==> src/rtl/can_rx_ahb_if.sv <==
// rtl/can_rx_ahb_if.sv - AHB-Lite slave bus bundle for the CAN receive buffer
//
// Purpose: groups the AHB transfer signals so the bus can be passed as one port.
// Signals:
//   HSEL, HADDR[31:0], HWRITE, HTRANS[1:0], HSIZE[2:0], HBURST[2:0], HWDATA[31:0]
//       driven by the master
//   HREADY, HRESP[1:0], HRDATA[31:0]
//       driven by the slave
// Modports: master (bus initiator), slave (can_rx_ahb).
interface can_rx_ahb_if;
  logic        HSEL;
  logic [31:0] HADDR;
  logic        HWRITE;
  logic [1:0]  HTRANS;
  logic [2:0]  HSIZE;
  logic [2:0]  HBURST;
  logic [31:0] HWDATA;
  logic        HREADY;
  logic [1:0]  HRESP;
  logic [31:0] HRDATA;

  modport master (
    output HSEL, HADDR, HWRITE, HTRANS, HSIZE, HBURST, HWDATA,
    input  HREADY, HRESP, HRDATA
  );

  modport slave (
    input  HSEL, HADDR, HWRITE, HTRANS, HSIZE, HBURST, HWDATA,
    output HREADY, HRESP, HRDATA
  );
endinterface

==> src/rtl/can_rx_ahb.sv <==
// rtl/can_rx_ahb.sv - CAN receive frame FIFO with AHB-Lite register access
//
// Purpose: captures frames pulsed by a CAN receiver, queues them in a FIFO of
// FIFO_DEPTH frames and exposes the head frame, status and control over AHB.
// Optional macro: CAN_RX_FILTER_EN adds FILT_ID (FF38) / FILT_MASK (FF3C)
// acceptance filtering; without it every frame is accepted.
// Ports:
//   HCLK, HRESET          clock, synchronous active-high reset
//   bus (slave modport)   AHB-Lite slave, zero wait states, always OKAY
//   rxValid               one-cycle pulse: frame fields below are valid
//   rxData, rxDatalen, rxFormat, rxFrameType, rxId   frame fields
//   rxErr                 one-cycle pulse: receive error (sticky)
//   rxIrq                 level interrupt = irqEn & !empty
module can_rx_ahb #(
  parameter int FIFO_DEPTH = 4
) (
  input  logic        HCLK,
  input  logic        HRESET,
  can_rx_ahb_if.slave bus,
  input  logic        rxValid,
  input  logic [63:0] rxData,
  input  logic [3:0]  rxDatalen,
  input  logic        rxFormat,
  input  logic [1:0]  rxFrameType,
  input  logic [28:0] rxId,
  input  logic        rxErr,
  output logic        rxIrq
);

  localparam int         PTR_W   = $clog2(FIFO_DEPTH);
  localparam logic [4:0] DEPTH_C = 5'(FIFO_DEPTH);

  localparam logic [15:0] A_RX_DL   = 16'hFF20;
  localparam logic [15:0] A_RX_DH   = 16'hFF24;
  localparam logic [15:0] A_RX_CMD  = 16'hFF28;
  localparam logic [15:0] A_RX_ID   = 16'hFF2C;
  localparam logic [15:0] A_RX_STAT = 16'hFF30;
  localparam logic [15:0] A_RX_CTRL = 16'hFF34;
`ifdef CAN_RX_FILTER_EN
  localparam logic [15:0] A_FILT_ID = 16'hFF38;
  localparam logic [15:0] A_FILT_MK = 16'hFF3C;
`endif

  typedef enum logic {ST_IDLE, ST_CHECK} state_e;

  state_e             state_q, state_d;
  logic [PTR_W-1:0]   wr_ptr_q, wr_ptr_d, rd_ptr_q, rd_ptr_d;
  logic [4:0]         count_q, count_d;
  logic               ovf_q, ovf_d, err_q, err_d, irq_en_q, irq_en_d;
  logic               dp_valid_q, dp_valid_d, dp_write_q, dp_write_d;
  logic [15:0]        dp_addr_q, dp_addr_d;
  logic [63:0]        hold_data_q, hold_data_d;
  logic [3:0]         hold_len_q, hold_len_d;
  logic               hold_fmt_q, hold_fmt_d;
  logic [1:0]         hold_type_q, hold_type_d;
  logic [28:0]        hold_id_q, hold_id_d;
`ifdef CAN_RX_FILTER_EN
  logic [28:0]        filt_id_q, filt_id_d, filt_mask_q, filt_mask_d;
`endif

  // FIFO storage is deliberately not reset; count/pointers define validity.
  logic [63:0] mem_data_q [FIFO_DEPTH];
  logic [3:0]  mem_len_q  [FIFO_DEPTH];
  logic        mem_fmt_q  [FIFO_DEPTH];
  logic [1:0]  mem_type_q [FIFO_DEPTH];
  logic [28:0] mem_id_q   [FIFO_DEPTH];

  logic        empty, full, ctrl_wr, pop, clr, push, drop_ovf, pass;
  logic [31:0] rd_data;

  logic unused_bus;
`ifdef CAN_RX_FILTER_EN
  assign unused_bus = ^{bus.HADDR[31:16], bus.HTRANS[0], bus.HSIZE, bus.HBURST};
`else
  assign unused_bus = ^{bus.HADDR[31:16], bus.HTRANS[0], bus.HSIZE, bus.HBURST,
                        bus.HWDATA[31:3]};
`endif

  assign empty = (count_q == 5'd0);
  assign full  = (count_q == DEPTH_C);

`ifdef CAN_RX_FILTER_EN
  assign pass = (((hold_id_q ^ filt_id_q) & filt_mask_q) == 29'd0);
`else
  assign pass = 1'b1;
`endif

  always_comb begin
    state_d     = state_q;
    wr_ptr_d    = wr_ptr_q;
    rd_ptr_d    = rd_ptr_q;
    count_d     = count_q;
    ovf_d       = ovf_q;
    err_d       = err_q;
    irq_en_d    = irq_en_q;
    hold_data_d = hold_data_q;
    hold_len_d  = hold_len_q;
    hold_fmt_d  = hold_fmt_q;
    hold_type_d = hold_type_q;
    hold_id_d   = hold_id_q;
`ifdef CAN_RX_FILTER_EN
    filt_id_d   = filt_id_q;
    filt_mask_d = filt_mask_q;
`endif
    push        = 1'b0;
    drop_ovf    = 1'b0;

    // Address phase: only NONSEQ/SEQ transfers (HTRANS[1]=1) are decoded.
    dp_valid_d = bus.HSEL & bus.HTRANS[1];
    dp_write_d = bus.HWRITE & dp_valid_d;
    dp_addr_d  = dp_valid_d ? bus.HADDR[15:0] : 16'h0;

    // Data phase write actions.
    ctrl_wr = dp_valid_q & dp_write_q & (dp_addr_q == A_RX_CTRL);
    pop     = ctrl_wr & bus.HWDATA[0] & ~empty;
    clr     = ctrl_wr & bus.HWDATA[1];
    if (ctrl_wr) irq_en_d = bus.HWDATA[2];
`ifdef CAN_RX_FILTER_EN
    if (dp_valid_q && dp_write_q && dp_addr_q == A_FILT_ID) filt_id_d   = bus.HWDATA[31:3];
    if (dp_valid_q && dp_write_q && dp_addr_q == A_FILT_MK) filt_mask_d = bus.HWDATA[31:3];
`endif

    case (state_q)
      ST_IDLE: begin
        if (rxValid) begin
          hold_data_d = rxData;
          hold_len_d  = rxDatalen;
          hold_fmt_d  = rxFormat;
          hold_type_d = rxFrameType;
          hold_id_d   = rxId;
          state_d     = ST_CHECK;
        end
      end
      default: begin
        state_d = ST_IDLE;
        // The FSM cannot take a new frame while deciding on the held one.
        if (rxValid) drop_ovf = 1'b1;
        // A pop in the same cycle frees the slot a full FIFO needs.
        if (pass) begin
          if (!full || pop) push = 1'b1;
          else              drop_ovf = 1'b1;
        end
      end
    endcase

    if (push) wr_ptr_d = wr_ptr_q + PTR_W'(1);
    if (pop)  rd_ptr_d = rd_ptr_q + PTR_W'(1);
    case ({push, pop})
      2'b10:   count_d = count_q + 5'd1;
      2'b01:   count_d = count_q - 5'd1;
      default: count_d = count_q;
    endcase

    // Clear first so a same-cycle set takes priority.
    if (clr) begin
      ovf_d = 1'b0;
      err_d = 1'b0;
    end
    if (drop_ovf) ovf_d = 1'b1;
    if (rxErr)    err_d = 1'b1;
  end

  always_ff @(posedge HCLK) begin
    if (HRESET) begin
      state_q     <= ST_IDLE;
      wr_ptr_q    <= '0;
      rd_ptr_q    <= '0;
      count_q     <= 5'd0;
      ovf_q       <= 1'b0;
      err_q       <= 1'b0;
      irq_en_q    <= 1'b0;
      dp_valid_q  <= 1'b0;
      dp_write_q  <= 1'b0;
      dp_addr_q   <= 16'h0;
      hold_data_q <= 64'h0;
      hold_len_q  <= 4'h0;
      hold_fmt_q  <= 1'b0;
      hold_type_q <= 2'b0;
      hold_id_q   <= 29'h0;
`ifdef CAN_RX_FILTER_EN
      filt_id_q   <= 29'h0;
      filt_mask_q <= 29'h0;
`endif
    end else begin
      state_q     <= state_d;
      wr_ptr_q    <= wr_ptr_d;
      rd_ptr_q    <= rd_ptr_d;
      count_q     <= count_d;
      ovf_q       <= ovf_d;
      err_q       <= err_d;
      irq_en_q    <= irq_en_d;
      dp_valid_q  <= dp_valid_d;
      dp_write_q  <= dp_write_d;
      dp_addr_q   <= dp_addr_d;
      hold_data_q <= hold_data_d;
      hold_len_q  <= hold_len_d;
      hold_fmt_q  <= hold_fmt_d;
      hold_type_q <= hold_type_d;
      hold_id_q   <= hold_id_d;
`ifdef CAN_RX_FILTER_EN
      filt_id_q   <= filt_id_d;
      filt_mask_q <= filt_mask_d;
`endif
    end
  end

  always_ff @(posedge HCLK) begin
    if (push) begin
      mem_data_q[wr_ptr_q] <= hold_data_q;
      mem_len_q[wr_ptr_q]  <= hold_len_q;
      mem_fmt_q[wr_ptr_q]  <= hold_fmt_q;
      mem_type_q[wr_ptr_q] <= hold_type_q;
      mem_id_q[wr_ptr_q]   <= hold_id_q;
    end
  end

  // Read data is driven from the registered address so it lands in the data phase.
  always_comb begin
    rd_data = 32'h0;
    if (dp_valid_q && !dp_write_q) begin
      case (dp_addr_q)
        A_RX_DL:   if (!empty) rd_data = mem_data_q[rd_ptr_q][31:0];
        A_RX_DH:   if (!empty) rd_data = mem_data_q[rd_ptr_q][63:32];
        A_RX_CMD:  if (!empty) rd_data = {20'h0, mem_len_q[rd_ptr_q], mem_fmt_q[rd_ptr_q],
                                          mem_type_q[rd_ptr_q], 5'h0};
        A_RX_ID:   if (!empty) rd_data = {mem_id_q[rd_ptr_q], 3'h0};
        A_RX_STAT: rd_data = {23'h0, err_q, ovf_q, full, empty, count_q};
        A_RX_CTRL: rd_data = {29'h0, irq_en_q, 2'h0};
`ifdef CAN_RX_FILTER_EN
        A_FILT_ID: rd_data = {filt_id_q, 3'h0};
        A_FILT_MK: rd_data = {filt_mask_q, 3'h0};
`endif
        default:   rd_data = 32'h0;
      endcase
    end
  end

  assign bus.HRDATA = rd_data;
  assign bus.HREADY = 1'b1;
  assign bus.HRESP  = 2'b00;
  assign rxIrq      = irq_en_q & ~empty;

endmodule

==> src/flat_wrapper.sv <==
// flat-port wrapper written by rule: the top's interface ports become plain ports
module can_rx_ahb_flat 
#(
  parameter int FIFO_DEPTH = 4
)
  (HCLK, HRESET, rxValid, rxData, rxDatalen, rxFormat, rxFrameType, rxId, rxErr, rxIrq, bus_HSEL, bus_HADDR, bus_HWRITE, bus_HTRANS, bus_HSIZE, bus_HBURST, bus_HWDATA, bus_HREADY, bus_HRESP, bus_HRDATA);
  can_rx_ahb_if bus_i ();
  input  logic HCLK;
  input  logic HRESET;
  input  logic rxValid;
  input  logic [63:0] rxData;
  input  logic [3:0] rxDatalen;
  input  logic rxFormat;
  input  logic [1:0] rxFrameType;
  input  logic [28:0] rxId;
  input  logic rxErr;
  output logic rxIrq;
  input wire logic [$bits(bus_i.HSEL)-1:0] bus_HSEL;
  input wire logic [$bits(bus_i.HADDR)-1:0] bus_HADDR;
  input wire logic [$bits(bus_i.HWRITE)-1:0] bus_HWRITE;
  input wire logic [$bits(bus_i.HTRANS)-1:0] bus_HTRANS;
  input wire logic [$bits(bus_i.HSIZE)-1:0] bus_HSIZE;
  input wire logic [$bits(bus_i.HBURST)-1:0] bus_HBURST;
  input wire logic [$bits(bus_i.HWDATA)-1:0] bus_HWDATA;
  output wire logic [$bits(bus_i.HREADY)-1:0] bus_HREADY;
  output wire logic [$bits(bus_i.HRESP)-1:0] bus_HRESP;
  output wire logic [$bits(bus_i.HRDATA)-1:0] bus_HRDATA;
  assign bus_i.HSEL = bus_HSEL;
  assign bus_i.HADDR = bus_HADDR;
  assign bus_i.HWRITE = bus_HWRITE;
  assign bus_i.HTRANS = bus_HTRANS;
  assign bus_i.HSIZE = bus_HSIZE;
  assign bus_i.HBURST = bus_HBURST;
  assign bus_i.HWDATA = bus_HWDATA;
  assign bus_HREADY = bus_i.HREADY;
  assign bus_HRESP = bus_i.HRESP;
  assign bus_HRDATA = bus_i.HRDATA;
  can_rx_ahb #(.FIFO_DEPTH(FIFO_DEPTH)) u_core (.HCLK(HCLK), .HRESET(HRESET), .bus(bus_i), .rxValid(rxValid), .rxData(rxData), .rxDatalen(rxDatalen), .rxFormat(rxFormat), .rxFrameType(rxFrameType), .rxId(rxId), .rxErr(rxErr), .rxIrq(rxIrq));
endmodule
==> config.mk <==
export PLATFORM = sky130hd
export DESIGN_NAME = can_rx_ahb_flat
export DESIGN_NICKNAME = d
export VERILOG_FILES = /design/src/rtl/can_rx_ahb_if.sv /design/src/rtl/can_rx_ahb.sv /design/src/flat_wrapper.sv
export SDC_FILE = /design/constraint.sdc
export NUM_CORES = 1
export LEC_CHECK = 0
export CORE_MARGIN = 4
export CORE_UTILIZATION = 55
export CTS_CLUSTER_SIZE = 8
export DETAILED_ROUTE_END_ITERATION = 8
export PLACE_DENSITY = 0.84
export SLEW_MARGIN = 20
export SYNTH_ARGS = -nofsm -noshare
export SYNTH_HDL_FRONTEND = slang
export SYNTH_SLANG_ARGS = --single-unit
==> constraint.sdc <==
create_clock -name HCLK -period 6.55 [get_ports HCLK]
set_input_delay 1.965 -clock HCLK [delete_from_list [all_inputs] [get_ports HCLK]]
set_output_delay 1.965 -clock HCLK [all_outputs]
set_load 0.01 [all_outputs]
Word level (Yosys, flattened, before mapping). Memory sizes are Yosys's and may differ from the RTL's. A register that Yosys moved wholly into a read port is not among the register bits. Cells that the tools add are included.

Reduce and logical (&&, ||, !) cells: 11. Add/subtract/negate cells: 4. Bitwise gates (word level): 11. Muxes and demuxes: 27. Equality and inequality tests: 9.

Operators by type and width (count): 32-bit one-hot mux with 6 select lines (1); 32-bit 2-to-1 mux (4); 16-bit equality test, second input constant (6); 2-bit 2-to-1 mux (10); 12-bit 2-to-1 mux (1); 1-bit 2-to-1 mux (10); 5-bit one-hot mux with 2 select lines (1); 1-bit bitwise AND (8); 2-bit nonzero test (3); 5-bit by 1-bit adder with 5-bit output, second input constant (1); 5-bit by 3-bit equality test with 1-bit output, second input constant (1); 5-bit zero test (1); 5-bit by 1-bit subtractor with 5-bit output, second input constant (1); 2-bit by 1-bit adder with 2-bit output, second input constant (2); 2-bit OR reduction (2); 1-bit inverter (3); 2-bit by 1-bit equality test with 1-bit output, second input constant (1); 2-bit equality test, second input constant (1); 1-bit zero test (2); 2-bit AND reduction (1); 1-bit logical AND (1); 1-bit logical OR (1).

Register bits: 131. Output and inout port bits: 36. Input port bits: 178. Bits in writable memories: 400. Word-level logic and storage cells: 82. Memories kept: 5.

Memories: u_core.mem_data_q (words 4, bits a word 64, rd ports 1, clocked after Yosys merged registers in 1, write ports 1, RTL line can_rx_ahb.sv:62) `logic [63:0] mem_data_q [FIFO_DEPTH];`; u_core.mem_id_q (words 4, bits a word 29, rd ports 1, clocked after Yosys merged registers in 1, write ports 1, RTL line can_rx_ahb.sv:66) `logic [28:0] mem_id_q [FIFO_DEPTH];`; u_core.mem_len_q (words 4, bits a word 4, rd ports 1, clocked after Yosys merged registers in 1, write ports 1, RTL line can_rx_ahb.sv:63) `logic [3:0] mem_len_q [FIFO_DEPTH];`; u_core.mem_type_q (words 4, bits a word 2, rd ports 1, clocked after Yosys merged registers in 1, write ports 1, RTL line can_rx_ahb.sv:65) `logic [1:0] mem_type_q [FIFO_DEPTH];`; u_core.mem_fmt_q (words 4, bits a word 1, rd ports 1, clocked after Yosys merged registers in 1, write ports 1, RTL line can_rx_ahb.sv:64) `logic mem_fmt_q [FIFO_DEPTH];`.

Depth between registers and ports, before layout. Gate-level depths: netlist of the first run.

Word-level depth: 9. Mapped depth: 13. Gate-level depth less buffers: 11.

Worst setup path before layout of the first run. OpenSTA, ideal clock, no wires.

Kind: input to register. From: input port bus_HWDATA[0]. To: memory u_core.mem_data_q[0][0] (enable). Data arrival time: 4.856 ns. Path buffers: 0. Setup slack: 1.224 ns. Setup time: 0.470 ns. Data required time: 6.080 ns. Cell stages on the path: 4. Cells stage by stage: o31a_1 nand3_2 a21oi_2 and2_1.

Word-level cells in the longest chain between the ends: 7.

RTL lines: from (decl) (RTL line flat_wrapper.sv:24) `input wire logic [$bits(bus_i.HWDATA)-1:0] bus_HWDATA;`; 1-bit bitwise AND (2 in a row) (RTL line can_rx_ahb.sv:115) `pop = ctrl_wr & bus.HWDATA[0] & ~empty;`; 1-bit logical OR (RTL line can_rx_ahb.sv:140) `if (!full || pop) push = 1'b1;`; 1-bit 2-to-1 mux (RTL line can_rx_ahb.sv:140); 1-bit 2-to-1 mux (RTL line can_rx_ahb.sv:123) `case (state_q)`; 1-bit 2-to-1 mux (RTL line can_rx_ahb.sv:208) `if (push) begin`; 1-bit 2-to-1 mux (not written as such) (RTL line can_rx_ahb.sv:209) `mem_data_q[wr_ptr_q] <= hold_data_q;`; to (decl) (RTL line can_rx_ahb.sv:62).

No other way between the ends.

Final worst setup path of the first run.
From: register u_core.dp_addr_q[7]. To: output port bus_HRDATA[16].

Word-level cells in the longest chain between the ends: 3. Elaborated cells on any way between the ends: 8. Those cells by class: eq/ne: 6; mux: 2.

RTL lines: from (decl) (RTL line can_rx_ahb.sv:51) `logic [15:0] dp_addr_q, dp_addr_d;`; from (signal assigned) (RTL line can_rx_ahb.sv:194) `dp_addr_q <= dp_addr_d;`; 16-bit equality test (RTL line can_rx_ahb.sv:221) `case (dp_addr_q)`; 32-bit one-hot mux with 6 select lines (*) (RTL line can_rx_ahb.sv:221); 32-bit 2-to-1 mux (*) (RTL line can_rx_ahb.sv:220) `if (dp_valid_q && !dp_write_q) begin`; to (decl) (RTL line flat_wrapper.sv:27) `output wire logic [$bits(bus_i.HRDATA)-1:0] bus_HRDATA;`.

Mark *: on every way between the ends. The rest lies on a longest branch, timed or not.

==> load_flow_metrics.sql, run 1 <==
INSERT INTO impl_metrics (metric_group, metric, value, unit) VALUES
('cts', 'clk_latency', '0.57', 'ns'),
('timing', 'slew_headroom', '25.6', '%'),
('worst_setup_path', 'critical_path_peak_fanout', '13', ''),
('timing', 'fin_crit_sh', '84.5', '%'),
('timing', 'timing.final.setup_violations', '0', ''),
('timing', 'clock.fmax', '181', 'MHz'),
('logic_synthesis', 'synth_async_sr_flop_share', '0', '%'),
('cts', 'root_buffer', 'clkbuf_16', ''),
('logic_synthesis', 'synth_enable_flop_cells', '400', ''),
('floorplanning', 'die_w', '200', 'um'),
('floorplanning', 'fp.dieArea', '39900', 'um2'),
('placement', 'numPortBuffers', '158', ''),
('global_routing', 'global_routing_usage_summed_across_all_routing_layers', '22.0', '%'),
('hold_path', 'hp-class', 'reg -> reg', ''),
('timing', 'clock_skew', '0.0122', 'ns'),
('detailed_routing', 'wirelength', '43500', 'um'),
('cts', 'post_cts_resize_count', '0', ''),
('cts', 'clkSlewWorstSetupHoldPaths', '0.05', 'ns'),
('floorplanning', 'core_area', '35900', 'um2'),
('logic_synthesis', 'synth_cell_types', '53', ''),
('cells_and_area', 'layout.area.seq', '14700', 'um2'),
('hold_path', 'min_path_cells', '2', ''),
('detailed_routing', 'vias', '11475', ''),
('logic_synthesis', 'synth_top_flop_cell', 'edfxtp_1', ''),
('floorplanning', 'ios', '214', ''),
('cts', 'cts_tree', 'yes', ''),
('status', 'outcome', 'finished clean', ''),
('worst_setup_path', 'worst-endpoint-arrival', '3.57', 'ns'),
('detailed_routing', 'remaining_drc_errors', '0', ''),
('timing', 'hold_viol_final', '0', ''),
('detailed_routing', 'dr.first_iter.drc_count', '844', ''),
('power_and_ir_drop', 'static-leakage-power', '7.99', 'nW'),
('worst_setup_path', 'worst_r2r_startpoint', 'u_core.dp_addr_q[2]$_SDFF_PP0_', ''),
('worst_setup_path', 'cp-end-kind', 'output port', ''),
('floorplanning', 'floorplan.rows', '69', ''),
('worst_setup_path', 'critical_path_class', 'reg -> out', ''),
('detailed_routing', 'drt-vias-per-instance', '5.79', ''),
('logic_synthesis', 'synthesis.instances', '1289', ''),
('global_routing', 'grt_pass1_vias', '12051', ''),
('cells_and_area', 'design.final.nets', '1645', ''),
('cts', 'cts_max_level', '3', ''),
('worst_setup_path', 'cp-start-kind', 'flip-flop', ''),
('cts', 'clockBufferDepth', '3', ''),
('cts', 'tritoncts_buffer_count', '76', ''),
('worst_setup_path', 'worst-endpoint-required', '4.59', 'ns'),
('power_and_ir_drop', 'maximum_vdd_drop', '0.322', 'mV'),
('global_routing', 'grt_pass1_wl', '67200', 'um'),
('cts', 'cts_post_setup_buffers_inserted', '0', ''),
('cells_and_area', 'layout-drive-gt1-share', '14.6', '%'),
('floorplanning', 'die_height', '200', 'um'),
('cells_and_area', 'stdcell_count', '1982', ''),
('flow_run', 'maxCapViolCount', '0', ''),
('detailed_routing', 'detail-route-antenna-nets', '0', ''),
('timing', 'final_worst_path_period_need', '5.54', 'ns'),
('logic_synthesis', 'sequential_area_share_after_synthesis', '72.5', '%'),
('global_routing', 'congestion_overflow_gr', '0', ''),
('worst_setup_path', 'setup.reg_to_reg.worst_slack', '2.60', 'ns'),
('detailed_routing', 'post_drt_wl_per_cell', '21.9', 'um'),
('timing', 'final_max_slew_viol_count', '0', ''),
('cells_and_area', 'area_taken_by_multi_input_logic_gates', '5220', 'um2'),
('power_and_ir_drop', 'power.density_cell_area', '312', 'nW/um2'),
('detailed_routing', 'detail_route.first_pass.iterations', '5', ''),
('cells_and_area', 'areaGrowthSynthToFinish', '21.1', '%'),
('cts', 'holdBufCountCts', '0', ''),
('worst_setup_path', 'reg2reg_to', 'u_core.mem_data_q[1][20]$_DFFE_PP_', ''),
('cells_and_area', 'fillerInstances', '2357', ''),
('logic_synthesis', 'synth_warn', '0', ''),
('global_routing', 'antenna_found_initial', '0', ''),
('timing', 'rsz0062_at_grt', 'false', ''),
('cells_and_area', 'final_cell_mix', 'edfxtp_1 (400), nand2_1 (220), clkdlybuf4s50_1 (157)', ''),
('cells_and_area', 'layout_commonest_cell', 'edfxtp_1', '');
==> cell usage after synthesis (2+ instances only) <==
library cell	instances	area share [%]
a211oi_1	2	0.074
a21oi_1	123	3.0
a221oi_1	3	0.13
a31oi_1	3	0.093
and2_1	22	0.68
buf_1	7	0.13
buf_2	18	0.45
buf_4	5	0.19
clkbuf_1	53	0.98
conb_1	2	0.037
dfxtp_1	133	13
edfxtp_1	400	59
ha_1	5	0.31
inv_1	6	0.11
mux2_2	2	0.11
mux2i_1	37	1.8
mux4_2	100	11
nand2_1	221	4.1
nand2b_1	4	0.12
nand3_1	4	0.099
nand4_1	5	0.15
nand4b_1	3	0.13
nor2_1	62	1.1
nor2b_1	6	0.19
nor3_1	9	0.22
nor3_2	2	0.099
nor3b_1	4	0.15
nor4_1	4	0.12
o21ai_0	5	0.12
o21ai_1	8	0.20
o22a_1	2	0.087
o311ai_1	2	0.087
or3_1	3	0.093
or4_1	4	0.15
xor2_1	2	0.087
==> registers in the layout, indices dropped and copies added (netlist names), 2 cells and up, named ones only <==
register            count
u_core.hold_data_q     64
u_core.hold_len_q       4
u_core.wr_ptr_q         2
u_core.hold_type_q      2
u_core.hold_id_q       29
u_core.mem_fmt_q        4
u_core.rd_ptr_q         2
u_core.mem_data_q     256
u_core.count_q          5
u_core.mem_type_q       8
u_core.dp_addr_q       16
u_core.mem_id_q       116
u_core.mem_len_q       16
==> worst max-delay path: stages, from the launching register on <==
cell	delay, ns
dfxtp_1	0.30
or3b_1	0.51
nor3_2	0.47
nand2_1	0.54
buf_4	0.39
nor2_1	0.20
clkdlybuf4s50_1	0.58
==> metrics by stage <==
step | worst slack (ns) | util [%] | instance area [um2] | hold slack, ns | total power [mW]
after floorplan | 1.22 | - | 20200 | 0.451 | 4.00
after global placement | 1.63 | 62.1 | 22300 | 0.468 | 4.14
after detailed placement | 1.58 | 62.1 | 22300 | 0.484 | 4.16
after CTS | 0.973 | 68.1 | 24500 | 0.492 | 7.71
after global routing | 0.812 | 68.2 | 24500 | 0.513 | 7.91
final | 1.01 | 68.2 | 24500 | 0.490 | 7.65
==> power breakdown <==
part	total [mW]	internal, mW	switching (mW)
clock	3.55	2.19	1.36
sequential	3.80	3.74	0.0619
combinational	0.301	0.145	0.155
==> per-layer routing <==
metal  GRT usage [%]  share of wire, %  up-vias  routed length [um]
met5               0                 0        -                   0
met4            7.37               2.1        0                 896
met3            3.94               6.5       67                2840
met2            37.6                51      406               22200
met1            28.9                40     5790               17500
li1                -                 -     5212                   -
==> worst max path at each step <==
stage | start | end | slack, ns | depth (start not counted)
after floorplan | bus_HWDATA[0] | u_core.mem_data_q[0][0]$_DFFE_PP_ | 1.22 | 4
after global placement | bus_HWDATA[0] | u_core.mem_data_q[1][36]$_DFFE_PP_ | 1.63 | 6
after CTS | u_core.dp_addr_q[7]$_SDFF_PP0_ | bus_HRDATA[16] | 0.97 | 6
after global routing | flip-flop | bus_HRDATA[15] | 0.81 | 7
final | u_core.dp_addr_q[7]$_SDFF_PP0_ | bus_HRDATA[16] | 1.01 | 6
after detailed placement | bus_HWDATA[0] | u_core.mem_data_q[1][49]$_DFFE_PP_ | 1.58 | 6
==> kinds of logic after synthesis <==
logic type               synth area share [%]
adder cells (fa/ha/maj)                 0.309
AND/OR/NAND/NOR                          7.84
flip-flops                               72.5
buffers and inverters                    1.85
other                                  0.0371
XOR/XNOR                                0.130
AO/OA/AOI/OAI                            4.19
multiplexers                             13.1
==> cell type report <==
type	instances	area share [%]
repair buffers	177	7.42
clock buffers	130	8.68
inverters	6	0.0919
flip-flops and latches	533	59.9
well taps	461	2.35
multi-input cells	668	21.3
clock inverters	7	0.230
(Power assumes the default switching activity.)
==> run 2: changes to the inputs <==
==> constraint.sdc (replaced) <==
create_clock -name HCLK -period 5.5 [get_ports HCLK]
set_input_delay 1.65 -clock HCLK [delete_from_list [all_inputs] [get_ports HCLK]]
set_output_delay 1.65 -clock HCLK [all_outputs]
set_load 0.01 [all_outputs]
==> load_flow_metrics.sql, run 2 (synthesized netlist as in run 1, its figures left out) <==
INSERT INTO impl_metrics (metric_group, metric, value, unit) VALUES
('timing', 'slew_headroom', '43.6', '%'),
('detailed_routing', 'remaining_drc_errors', '0', ''),
('worst_setup_path', 'cp-end-kind', 'output port', ''),
('hold_path', 'hp-class', 'reg -> reg', ''),
('placement', 'numPortBuffers', '158', ''),
('floorplanning', 'floorplan.rows', '69', ''),
('placement', 'dpl.hpwl', '25200', 'um'),
('timing', 'fin_crit_sh', '90.6', '%'),
('timing', 'rsz0062_at_grt', 'false', ''),
('cts', 'post_cts_resize_count', '0', ''),
('flow_run', 'maxCapViolCount', '0', ''),
('placement', 'placedInstanceArea', '22400', 'um2'),
('global_routing', 'antenna_found_initial', '0', ''),
('cts', 'cts_tree', 'yes', ''),
('timing', 'clock_skew', '0.0237', 'ns'),
('detailed_routing', 'dr.first_iter.drc_count', '880', ''),
('detailed_routing', 'vias', '11555', ''),
('power_and_ir_drop', 'maximum_vdd_drop', '0.250', 'mV'),
('cells_and_area', 'design.final.nets', '1651', ''),
('cells_and_area', 'insertedDiodeCount', '0', ''),
('cells_and_area', 'fillerInstances', '2275', ''),
('detailed_routing', 'detail_route.first_pass.iterations', '5', ''),
('worst_setup_path', 'critical_path_class', 'reg -> out', ''),
('timing', 'hold_viol_final', '0', ''),
('cts', 'clockBufferDepth', '3', ''),
('worst_setup_path', 'critical_path_peak_fanout', '29', ''),
('global_routing', 'grt_pass1_vias', '12151', ''),
('cells_and_area', 'fin_util', '68.7', '%'),
('cells_and_area', 'areaGrowthSynthToFinish', '21.8', '%'),
('timing', 'worst_pin_slew', '0.846', 'ns'),
('global_routing', 'congestion_overflow_gr', '0', ''),
('detailed_routing', 'drt-vias-per-instance', '5.81', ''),
('timing', 'final.setup.worst_slack', '0.515', 'ns'),
('timing', 'timing.final.setup_violations', '0', ''),
('cts', 'clk_latency', '0.58', 'ns'),
('floorplanning', 'die_height', '200', 'um'),
('global_routing', 'pin_count_of_the_biggest_net_entering_global_routing', '86', ''),
('floorplanning', 'die_w', '200', 'um'),
('worst_setup_path', 'worst-endpoint-required', '3.85', 'ns'),
('cts', 'cts_post_setup_buffers_inserted', '0', ''),
('timing', 'final.hold.worst_slack', '0.485', 'ns'),
('worst_setup_path', 'cp-start-kind', 'flip-flop', ''),
('timing', 'clock.fmax', '201', 'MHz'),
('cells_and_area', 'largest_reg_flops', '256', ''),
('cells_and_area', 'final_cell_mix', 'edfxtp_1 (400), nand2_1 (220), clkdlybuf4s50_1 (157)', ''),
('cts', 'cts_max_level', '3', ''),
('cells_and_area', 'layout_commonest_cell', 'edfxtp_1', ''),
('detailed_routing', 'post_drt_wl_per_cell', '22.4', 'um'),
('global_routing', 'grt_pass1_wl', '68500', 'um'),
('timing', 'timing.setup.tns', '0', 'ns'),
('cts', 'holdBufCountCts', '0', ''),
('timing', 'final_worst_path_period_need', '4.98', 'ns'),
('cts', 'clkSlewWorstSetupHoldPaths', '0.05', 'ns'),
('global_routing', 'global_routing_usage_summed_across_all_routing_layers', '22.7', '%'),
('floorplanning', 'core_area', '35900', 'um2'),
('floorplanning', 'initial_cell_density_of_the_core', '56.3', '%'),
('floorplanning', 'ios', '214', ''),
('cells_and_area', 'stdcell_area', '24700', 'um2'),
('hold_path', 'worstHoldStart', 'u_core.err_q$_SDFFE_PP0P_', ''),
('cts', 'cts.sink_count', '533', ''),
('placement', 'gp_routability_congestion', '0.774', ''),
('power_and_ir_drop', 'static-leakage-power', '8.06', 'nW'),
('placement', 'dp_slack', '1.06', 'ns'),
('worst_setup_path', 'worst-endpoint-arrival', '3.33', 'ns'),
('cells_and_area', 'regMostFlops', 'u_core.mem_data_q', ''),
('worst_setup_path', 'worst_r2r_startpoint', 'u_core.dp_addr_q[2]$_SDFF_PP0_', ''),
('detailed_routing', 'wirelength', '44500', 'um'),
('detailed_routing', 'detail-route-antenna-nets', '0', ''),
('timing', 'final_max_slew_viol_count', '0', ''),
('cells_and_area', 'largestRegisters', 'u_core.mem_data_q x256, u_core.mem_id_q x116, u_core.hold_data_q x64', ''),
('floorplanning', 'fp.dieArea', '39900', 'um2'),
('status', 'outcome', 'finished clean', ''),
('cts', 'root_buffer', 'clkbuf_16', ''),
('cells_and_area', 'layout-drive-gt1-share', '14.9', '%'),
('cts', 'tritoncts_buffer_count', '76', ''),
('power_and_ir_drop', 'power.density_cell_area', '373', 'nW/um2');
[run 2: path summary, 6_finish.rpt]
kind	endpoint	slack [ns]	cells after the start
worst min register to register	u_core.err_q$_SDFFE_PP0P_	0.48	2
worst max-delay path	bus_HRDATA[8]	0.52	5
worst max register to register	u_core.mem_data_q[0][49]$_DFFE_PP_	1.51	7
worst min-delay path	u_core.err_q$_SDFFE_PP0P_	0.48	2
[run 2: critical path, stage by stage, from the launching register on]
cell and delay (ns):
dfxtp_4 0.78, buf_12 0.28, mux4_2 0.54, a221oi_1 0.55, o21ai_1 0.10, clkdlybuf4s50_1 0.50
[run 2: where the power goes]
| group | leakage [nW] | switching (mW) | internal [mW] |
|---|---|---|---|
| clock | 1.06 | 1.64 | 2.66 |
| combinational | 2.28 | 0.188 | 0.174 |
| sequential | 4.72 | 0.0764 | 4.45 |
[run 2: through the flow]
stage,cells,power [mW]
6_report,1988,9.19
5_1_grt,1988,9.51
4_1_cts,1988,9.27
3_5_place_dp,1851,4.96
3_3_place_gp,1851,4.93
2_1_floorplan,1290,4.77
[run 2: cell type report]
cell class	count	area (um2)	area share [%]
Tap cell	461	577	2.34
Inverter	6	22.5	0.0913
Clock inverter	5	53.8	0.218
Multi-Input combinational cell	668	5220	21.2
Timing Repair Buffer	183	1930	7.82
Clock buffer	132	2180	8.82
Sequential cell	533	14700	59.5
[run 2: routing by layer]
layer,vias to the layer above,wire length [um],track usage [%]
met5,-,0,0
met1,5813,17700,29.9
met2,462,22500,38.3
met3,69,3270,4.55
met4,0,1070,7.85
li1,5211,-,-
